[config.mk]
export PLATFORM = sky130hd
export DESIGN_NAME = spi_slave_rx
export DESIGN_NICKNAME = d
export VERILOG_FILES = /design/src/rtl/spi_rx_pkg.sv /design/src/rtl/spi_rx_sync.sv /design/src/rtl/spi_slave_rx.sv
export SDC_FILE = /design/constraint.sdc
export NUM_CORES = 1
export LEC_CHECK = 0
export ABC_AREA = 1
export CELL_PAD_IN_SITES_DETAIL_PLACEMENT = 0
export CELL_PAD_IN_SITES_GLOBAL_PLACEMENT = 1
export CORE_MARGIN = 8
export CORE_UTILIZATION = 45
export CTS_BUF_LIST = sky130_fd_sc_hd__clkbuf_16
export CTS_CLUSTER_SIZE = 20
export DETAILED_ROUTE_END_ITERATION = 10
export GPL_ROUTABILITY_DRIVEN = 1
export PLACE_DENSITY_LB_ADDON = 0.1
export SLEW_MARGIN = 15
export SYNTH_ARGS = -nofsm -noshare
export SYNTH_HDL_FRONTEND = slang
export SYNTH_SLANG_ARGS = --single-unit
[constraint.sdc]
create_clock -name clk -period 4.1 [get_ports clk]
set_input_delay 0.615 -clock clk [delete_from_list [all_inputs] [get_ports clk]]
set_output_delay 0.615 -clock clk [all_outputs]
set_load 0.05 [all_outputs]
[src/rtl/spi_rx_pkg.sv]
// Shared types and constants for the spi_slave_rx receiver.
package spi_rx_pkg;

  typedef enum logic [1:0] {
    IDLE  = 2'd0,
    SHIFT = 2'd1,
    HOLD  = 2'd2
  } rx_state_t;

  localparam int SPI_FRAME_BITS_DEF = 24;
  localparam int SPI_SYNC_STAGES    = 2;

  typedef logic [SPI_FRAME_BITS_DEF-1:0] spi_frame_t;

endpackage

[src/rtl/spi_rx_sync.sv]
// Pin conditioning for spi_slave_rx: optional synchronizers (SPI_RX_SYNC_EN) plus
// one registered edge-detect stage producing single-cycle event pulses.
module spi_rx_sync
  import spi_rx_pkg::*;
(
  input  logic clk,
  input  logic rst_n,
  input  logic spi_clock,
  input  logic spi_data,
  input  logic cs_n,
  output logic data_s,
  output logic sclk_fall,
  output logic cs_fall,
  output logic cs_rise
);

  logic sclk_in;
  logic data_in;
  logic cs_in;
  logic sclk_prev;
  logic cs_prev;

`ifdef SPI_RX_SYNC_EN
  logic [SPI_SYNC_STAGES-1:0] sclk_sync;
  logic [SPI_SYNC_STAGES-1:0] data_sync;
  logic [SPI_SYNC_STAGES-1:0] cs_sync;

  // cs_n resets to its idle level so releasing reset never fakes a frame start.
  always_ff @(posedge clk or negedge rst_n) begin
    if (!rst_n) begin
      sclk_sync <= '0;
      data_sync <= '0;
      cs_sync   <= '1;
    end else begin
      sclk_sync <= {sclk_sync[SPI_SYNC_STAGES-2:0], spi_clock};
      data_sync <= {data_sync[SPI_SYNC_STAGES-2:0], spi_data};
      cs_sync   <= {cs_sync[SPI_SYNC_STAGES-2:0], cs_n};
    end
  end

  assign sclk_in = sclk_sync[SPI_SYNC_STAGES-1];
  assign data_in = data_sync[SPI_SYNC_STAGES-1];
  assign cs_in   = cs_sync[SPI_SYNC_STAGES-1];
`else
  assign sclk_in = spi_clock;
  assign data_in = spi_data;
  assign cs_in   = cs_n;
`endif

  // data_s is registered alongside the pulses so it is the bit present at the sclk fall.
  always_ff @(posedge clk or negedge rst_n) begin
    if (!rst_n) begin
      sclk_prev <= 1'b0;
      cs_prev   <= 1'b1;
      data_s    <= 1'b0;
      sclk_fall <= 1'b0;
      cs_fall   <= 1'b0;
      cs_rise   <= 1'b0;
    end else begin
      sclk_prev <= sclk_in;
      cs_prev   <= cs_in;
      data_s    <= data_in;
      sclk_fall <= sclk_prev & ~sclk_in;
      cs_fall   <= cs_prev & ~cs_in;
      cs_rise   <= ~cs_prev & cs_in;
    end
  end

endmodule

[src/rtl/spi_slave_rx.sv]
// SPI slave receiver: assembles MSB-first frames and offers them on a valid/ready port.
// Define SPI_RX_SYNC_EN to insert 2-flop input synchronizers for asynchronous pins.
module spi_slave_rx
  import spi_rx_pkg::*;
#(
  parameter int FRAME_BITS = SPI_FRAME_BITS_DEF,
  parameter int CNT_W      = 6
) (
  input  logic                  clk,
  input  logic                  rst_n,
  input  logic                  spi_clock,
  input  logic                  spi_data,
  input  logic                  cs_n,
  output logic [FRAME_BITS-1:0] rx_data,
  output logic                  rx_valid,
  input  logic                  rx_ready,
  output logic                  frame_err,
  output logic                  overrun,
  output logic                  busy,
  output logic                  status_led
);

  localparam logic [CNT_W-1:0] LAST_CNT = CNT_W'(FRAME_BITS - 1);
  localparam logic [CNT_W-1:0] FULL_CNT = CNT_W'(FRAME_BITS);

  logic data_s;
  logic sclk_fall;
  logic cs_fall;
  logic cs_rise;

  rx_state_t             state;
  rx_state_t             next_state;
  logic [CNT_W-1:0]      bit_cnt;
  logic [FRAME_BITS-1:0] shift_reg;
  logic [FRAME_BITS-1:0] frame_next;
  logic                  extra;

  logic start;
  logic capture;
  logic deliver;
  logic short_err;
  logic hold_err;
  logic set_extra;
  logic clr_extra;

  spi_rx_sync u_sync (
    .clk       (clk),
    .rst_n     (rst_n),
    .spi_clock (spi_clock),
    .spi_data  (spi_data),
    .cs_n      (cs_n),
    .data_s    (data_s),
    .sclk_fall (sclk_fall),
    .cs_fall   (cs_fall),
    .cs_rise   (cs_rise)
  );

  assign frame_next = {shift_reg[FRAME_BITS-2:0], data_s};
  assign busy       = (state != IDLE);

  always_ff @(posedge clk or negedge rst_n) begin
    if (!rst_n) state <= IDLE;
    else        state <= next_state;
  end

  // The last bit is delivered straight from frame_next so rx_valid follows the capture edge.
  always_comb begin
    next_state = state;
    start      = 1'b0;
    capture    = 1'b0;
    deliver    = 1'b0;
    short_err  = 1'b0;
    hold_err   = 1'b0;
    set_extra  = 1'b0;
    clr_extra  = 1'b0;
    case (state)
      IDLE: begin
        if (cs_fall) begin
          next_state = SHIFT;
          start      = 1'b1;
        end
      end
      SHIFT: begin
        if (cs_rise) begin
          next_state = IDLE;
          short_err  = (bit_cnt != '0);
        end else if (sclk_fall) begin
          capture = 1'b1;
          if (bit_cnt == LAST_CNT) begin
            deliver    = 1'b1;
            next_state = HOLD;
          end
        end
      end
      HOLD: begin
        if (cs_rise) begin
          next_state = IDLE;
          hold_err   = extra;
          clr_extra  = 1'b1;
        end else if (sclk_fall) begin
          set_extra = 1'b1;
        end
      end
      default: next_state = IDLE;
    endcase
  end

  always_ff @(posedge clk or negedge rst_n) begin
    if (!rst_n) begin
      bit_cnt   <= '0;
      shift_reg <= '0;
      extra     <= 1'b0;
    end else begin
      if (start) begin
        bit_cnt   <= '0;
        shift_reg <= '0;
      end else if (capture) begin
        shift_reg <= frame_next;
        if (bit_cnt != FULL_CNT) bit_cnt <= bit_cnt + CNT_W'(1);
      end
      if (start || clr_extra) extra <= 1'b0;
      else if (set_extra)     extra <= 1'b1;
    end
  end

  // A frame is only accepted when the output slot is empty or being drained this cycle.
  always_ff @(posedge clk or negedge rst_n) begin
    if (!rst_n) begin
      rx_data    <= '0;
      rx_valid   <= 1'b0;
      frame_err  <= 1'b0;
      overrun    <= 1'b0;
      status_led <= 1'b0;
    end else begin
      frame_err <= short_err | hold_err;
      overrun   <= 1'b0;
      if (deliver && (!rx_valid || rx_ready)) begin
        rx_data    <= frame_next;
        rx_valid   <= 1'b1;
        status_led <= 1'b1;
      end else begin
        if (rx_valid && rx_ready) rx_valid <= 1'b0;
        if (deliver)              overrun  <= 1'b1;
      end
    end
  end

endmodule
==> results of run 1 <==
## kinds of logic after synthesis
logic type / Yosys count / share of synthesized area
and+or+nand+nor: 127 / 0.218
DFF: 66 / 0.608
buffers and inverters: 52 / 0.0820
AOI/OAI and AO/OA: 32 / 0.0723
xor gates and xnor gates: 3 / 0.00967
adders and majority gates: 2 / 0.00921
## power breakdown
| group | switching, mW | internal [mW] |
|---|---|---|
| Clock | 0.270 | 0.525 |
| Sequential | 0.0291 | 0.677 |
| Combinational | 0.104 | 0.0499 |
| Total | 0.403 | 1.25 |
## worst min-delay path by stage
| stage | startpoint | to | slack [ns] | cells after the start |
|---|---|---|---|---|
| finish | rst_n | rx_data[8] | 0.32 | 1 |
| detailed placement | status_led | status_led | 0.45 | 2 |
| global route | rst_n | rx_data[8] | 0.38 | 1 |
| global placement | u_sync.sclk_prev | u_sync.sclk_fall | 0.45 | 2 |
| CTS | rst_n | rx_data[8] | 0.34 | 1 |
| floorplan | rst_n | bit_cnt[0] | 0.32 | 0 |
## per-layer routing
layer	vias to the layer above	global-route usage	wire length [um]
met2	38	0.227	2510
met4	0	0.0872	118
met5	-	0	0
met3	10	0.0384	271
li1	1004	-	-
met1	961	0.171	2650
## stage by stage
step / hold slack (ns) / utilization / cells / power [mW]
after floorplan: 0.319 / - / 282 / 0.823
after global placement: 0.447 / 0.527 / 381 / 0.872
after detailed placement: 0.454 / 0.527 / 381 / 0.873
after CTS: 0.343 / 0.579 / 397 / 1.68
after global routing: 0.379 / 0.579 / 397 / 1.73
final: 0.317 / 0.579 / 397 / 1.66
## cell usage in the layout (no fill, tap or decap), drive strengths merged, types with 4 or more instances in the layout
cell and n:
clkinv 4, inv 38, clkdlybuf4s50 33, nand4 24, clkbuf 9, o21ai 6, nand2 75, buf 6
dfrtp 65, nand3 13, nor2 13, o22ai 21
## layout make-up
cell class                 instances  area [um2]  area share
timing repair buffer              39         373       0.109
clock inverter                     7        85.1      0.0250
multi-input combinational        164         841       0.247
clock buffer                       9         225      0.0661
sequential                        66        1650       0.485
inverter                          37         139      0.0407
tap                               75        93.8      0.0275
==> results.json, run 1 <==
{
  "drv_slew": 0,
  "crit_buf_inv": 2,
  "endpoint_kind": "output pin",
  "syn-num-nets": 290,
  "die_y_um": 93.7,
  "r2r_slack_ns": 2.10,
  "outcome": "finished, final reports clean",
  "post_route_cells_drive_above_1_share": 0.0776,
  "synthCells": 282,
  "crit_cells": 3,
  "cp.arrival_ns": 1.74,
  "worstSetupPathType": "flop to output pin",
  "drc": 0,
  "die-area_um2": 8780,
  "synth_edf_count": 0,
  "startpoint": "state[1]",
  "cts-resized-gates": 0,
  "max_clock_freq_mhz": 425,
  "yosysTopAreaCellShare": 0.599,
  "nNetsFinal": 325,
  "largest_register_ff_count": 24,
  "maxCapViolations": 0,
  "grt_first_pass_wirelength_um": 9920,
  "grt_overflow": 0,
  "initial_core_util": 0.462,
  "final.setup_skew_ns": 0.00714,
  "final_area_um2": 3410,
  "crit_slowest_cell": "clkdlybuf4s50_1",
  "hold_viol_final": 0,
  "fin_tns_setup_ns": 0,
  "syn2layout_area_growth_pct": 25.5,
  "setup_viol": 0,
  "ys_types": 25,
  "totalWireLength_um": 5550,
  "port_buffers": 34,
  "max-vdd-ir-drop_uv": 283,
  "cts.sinks": 66,
  "clkTransAtPathRegs_ns": 0.06,
  "holdBufCountCts": 0,
  "critPathCapture": "busy",
  "yosysMostFrequentCell": "nand2_1",
  "ys.flop_type": "dfrtp_1",
  "place_area_um2": 3100,
  "cts_buffers": 9,
  "wire_per_inst_um": 14.0,
  "clk_latency_ns": 0.33,
  "antennaDiodeCount": 0,
  "synth_area_um2": 2720,
  "antenna_found_initial": 0,
  "core_area_um2": 5890,
  "ff2ff_path_depth": 7,
  "dp_slack_ns": 1.98,
  "maxSlewHeadroom": 0.469,
  "ant_nets": 0,
  "r2r-end": "bit_cnt[4]",
  "gp_congestion": 0.765,
  "detail_route.iter0.violations": 83,
  "synth_area_leaders": "dfrtp_1 (60%), nand2_1 (10%), nand4_1 (5.5%), inv_1 (5.0%), o22ai_1 (4.8%)",
  "yosys-top-cells-count": "nand2_1 (74), dfrtp_1 (65), inv_1 (36)",
  "yosys_register_bits": 66,
  "start_kind": "flop",
  "fillCellCount": 527,
  "yosysWarningCount": 0,
  "final.min_clock_period_ns": 2.35,
  "cts-root-buf": "clkbuf_16",
  "critPathRequiredTime_ns": 3.48,
  "r2r_start": "u_sync.cs_rise",
  "grt_usage": 0.144,
  "cts_tree": "yes",
  "timing.final.crit_share": 0.574,
  "drt-pass1-iter-count": 4,
  "synth.avg_cell_area_um2": 9.63,
  "min_path_type": "input pin to async pin",
  "p_per_area_nw_per_um2": 485,
  "ys_async_sr_fraction": 1.00,
  "yosys.area.top_type": "dfrtp_1",
  "ios": 35,
  "die_w_um": 93.7,
  "synth_seq_area_share": 0.608,
  "cp_cell_sequence": "inv_1 > nand2_1 > clkdlybuf4s50_1",
  "worst_pin_slew_ns": 0.795,
  "cts_setup_buffers": 0,
  "vias": 2013,
  "critPathMaxFanout": 4,
  "grt_max_degree": 38,
  "path_delay_family": "buffers and inverters",
  "ctsLongestPathBuffers": 2,
  "htreeDepth": 3,
  "hpwl_um": 3510,
  "rows": 28,
  "fin_ws_ns": 1.75,
  "via_per_inst": 5.07,
  "grt_pass1_vias": 2162,
  "leakage_nw": 1.66,
  "rsz0062_at_grt": "false",
  "cpPeakStageDelay_ns": 0.80
}
(Power assumes the default switching activity.)
==> inputs of run 2 (changes only) <==
--- a/config.mk
+++ b/config.mk
@@ -9,7 +9,7 @@
 export CELL_PAD_IN_SITES_DETAIL_PLACEMENT = 0
 export CELL_PAD_IN_SITES_GLOBAL_PLACEMENT = 1
 export CORE_MARGIN = 8
-export CORE_UTILIZATION = 45
+export CORE_UTILIZATION = 38
 export CTS_BUF_LIST = sky130_fd_sc_hd__clkbuf_16
 export CTS_CLUSTER_SIZE = 20
 export DETAILED_ROUTE_END_ITERATION = 10
==> constraint.sdc (replaced) <==
create_clock -name clk -period 1.9 [get_ports clk]
set_input_delay 0.285 -clock clk [delete_from_list [all_inputs] [get_ports clk]]
set_output_delay 0.285 -clock clk [all_outputs]
set_load 0.05 [all_outputs]
==> results.json, run 2 (same netlist as run 1, synthesis figures left out) <==
{
  "grt_overflow": 0,
  "final_area_um2": 3510,
  "worst_pin_slew_ns": 0.506,
  "cp.arrival_ns": 1.50,
  "outcome": "finished, final reports clean",
  "cts_setup_buffers": 0,
  "ff2ff_path_depth": 6,
  "clkTransAtPathRegs_ns": 0.06,
  "grt_max_degree": 46,
  "grt_usage": 0.130,
  "post_route_cells_drive_above_1_share": 0.103,
  "largest_register_ff_count": 24,
  "timing.final.crit_share": 0.937,
  "crit_buf_inv": 1,
  "cts-root-buf": "clkbuf_16",
  "min_path_type": "input pin to flop",
  "holdPathStages": 1,
  "die_w_um": 101,
  "die_y_um": 101,
  "ant_nets": 0,
  "p_per_area_nw_per_um2": 1020,
  "gp_congestion": 0.742,
  "startpoint": "rx_data[1]",
  "fillCellCount": 674,
  "maxSlewHeadroom": 0.662,
  "cp_cell_sequence": "clkdlybuf4s50_1",
  "grt_pass1_vias": 2128,
  "critPathMaxFanout": 2,
  "maxCapViolations": 0,
  "htreeDepth": 3,
  "cpPeakStageDelay_ns": 0.81,
  "start_kind": "flop",
  "nNetsFinal": 333,
  "vias": 2030,
  "crit_cells": 1,
  "hpwl_um": 3880,
  "place_area_um2": 3190,
  "ios": 35,
  "mostFrequentLayoutCells": "nand2_1 (74), dfrtp_1 (65), inv_1 (37)",
  "hp-start": "spi_data",
  "ctsLongestPathBuffers": 2,
  "final_common_cell": "nand2_1",
  "seq_area_um2": 1650,
  "drt-pass1-iter-count": 4,
  "leakage_nw": 1.70,
  "fin_tns_setup_ns": 0,
  "totalWireLength_um": 5710,
  "crit_slowest_cell": "clkdlybuf4s50_1",
  "cts-resized-gates": 0,
  "path_delay_family": "buffers and inverters",
  "drc": 0,
  "drv_slew": 0,
  "rsz0062_at_grt": "false",
  "endpoint_kind": "output pin",
  "clk_latency_ns": 0.32,
  "port_buffers": 34,
  "max-vdd-ir-drop_uv": 565,
  "grt_first_pass_wirelength_um": 10200,
  "antennaDiodeCount": 0,
  "core_area_um2": 7100,
  "rows": 31,
  "wire_per_inst_um": 13.3,
  "critPathRequiredTime_ns": 1.62,
  "max_clock_freq_mhz": 562,
  "via_per_inst": 4.73,
  "setup_viol": 0,
  "cts_tree": "yes",
  "hold_viol_final": 0,
  "syn2layout_area_growth_pct": 29.3,
  "cts.sinks": 66,
  "die-area_um2": 10100,
  "antenna_found_initial": 0,
  "r2r_start": "bit_cnt[1]",
  "multi_input_area_um2": 841,
  "final.setup_skew_ns": 0.00653,
  "final.min_clock_period_ns": 1.78,
  "whs_ns": 0.398,
  "initial_core_util": 0.383,
  "detail_route.iter0.violations": 64,
  "worstSetupPathType": "flop to output pin",
  "cts_buffers": 9
}
==> run 2: final cells by class <==
cell class | count | share of cell area
Multi-Input combinational cell | 164 | 0.239
Clock buffer | 9 | 0.0641
Inverter | 37 | 0.0395
Tap cell | 99 | 0.0353
Timing Repair Buffer | 47 | 0.127
Clock inverter | 7 | 0.0242
Sequential cell | 66 | 0.471
==> run 2: report_power, final <==
group | internal (mW) | switching [mW]
combinational | 0.123 | 0.227
clock | 1.13 | 0.572
sequential | 1.46 | 0.0644
==> run 2: path summary, 6_finish.rpt <==
check	end	slack (ns)
worst min register to register	status_led	0.46
worst max-delay path	rx_data[1]	0.12
max in group asynchronous	u_sync.cs_prev	1.13
worst max register to register	rx_data[15]	0.27
min in group asynchronous	rx_data[5]	0.49
worst min-delay path	u_sync.data_s	0.40
==> run 2: timing repair <==
item,in CTS,in global routing
endpoints found under the setup margin,0,0
hold endpoints to repair,65,0
hold buffers,1,0
==> run 2: worst register-to-register path, stage by stage, from the launching register on <==
cell and delay [ns]:
dfrtp_1 0.41, ha_1 0.23, nand3_1 0.14, nor3_4 0.22
nand3_4 0.30, nand2_1 0.16, nand2_1 0.05
==> run 2: layer usage <==
layer / GRT usage / wire length [um] / up-vias
met5: 0 / 0 / -
met4: 0.0698 / 102 / 0
met3: 0.0394 / 296 / 9
met2: 0.203 / 2550 / 40
met1: 0.159 / 2760 / 960
li1: - / - / 1021
==> run 2: through the flow <==
stage | setup WS [ns] | power (mW) | cells | utilization
finish | 0.120 | 3.58 | 429 | 0.495
CTS | 0.0959 | 3.65 | 429 | 0.495
global route | 0.0181 | 3.76 | 429 | 0.495
floorplan | 0.409 | 1.78 | 282 | -
detailed placement | 0.238 | 1.90 | 412 | 0.450
global placement | 0.289 | 1.90 | 412 | 0.450
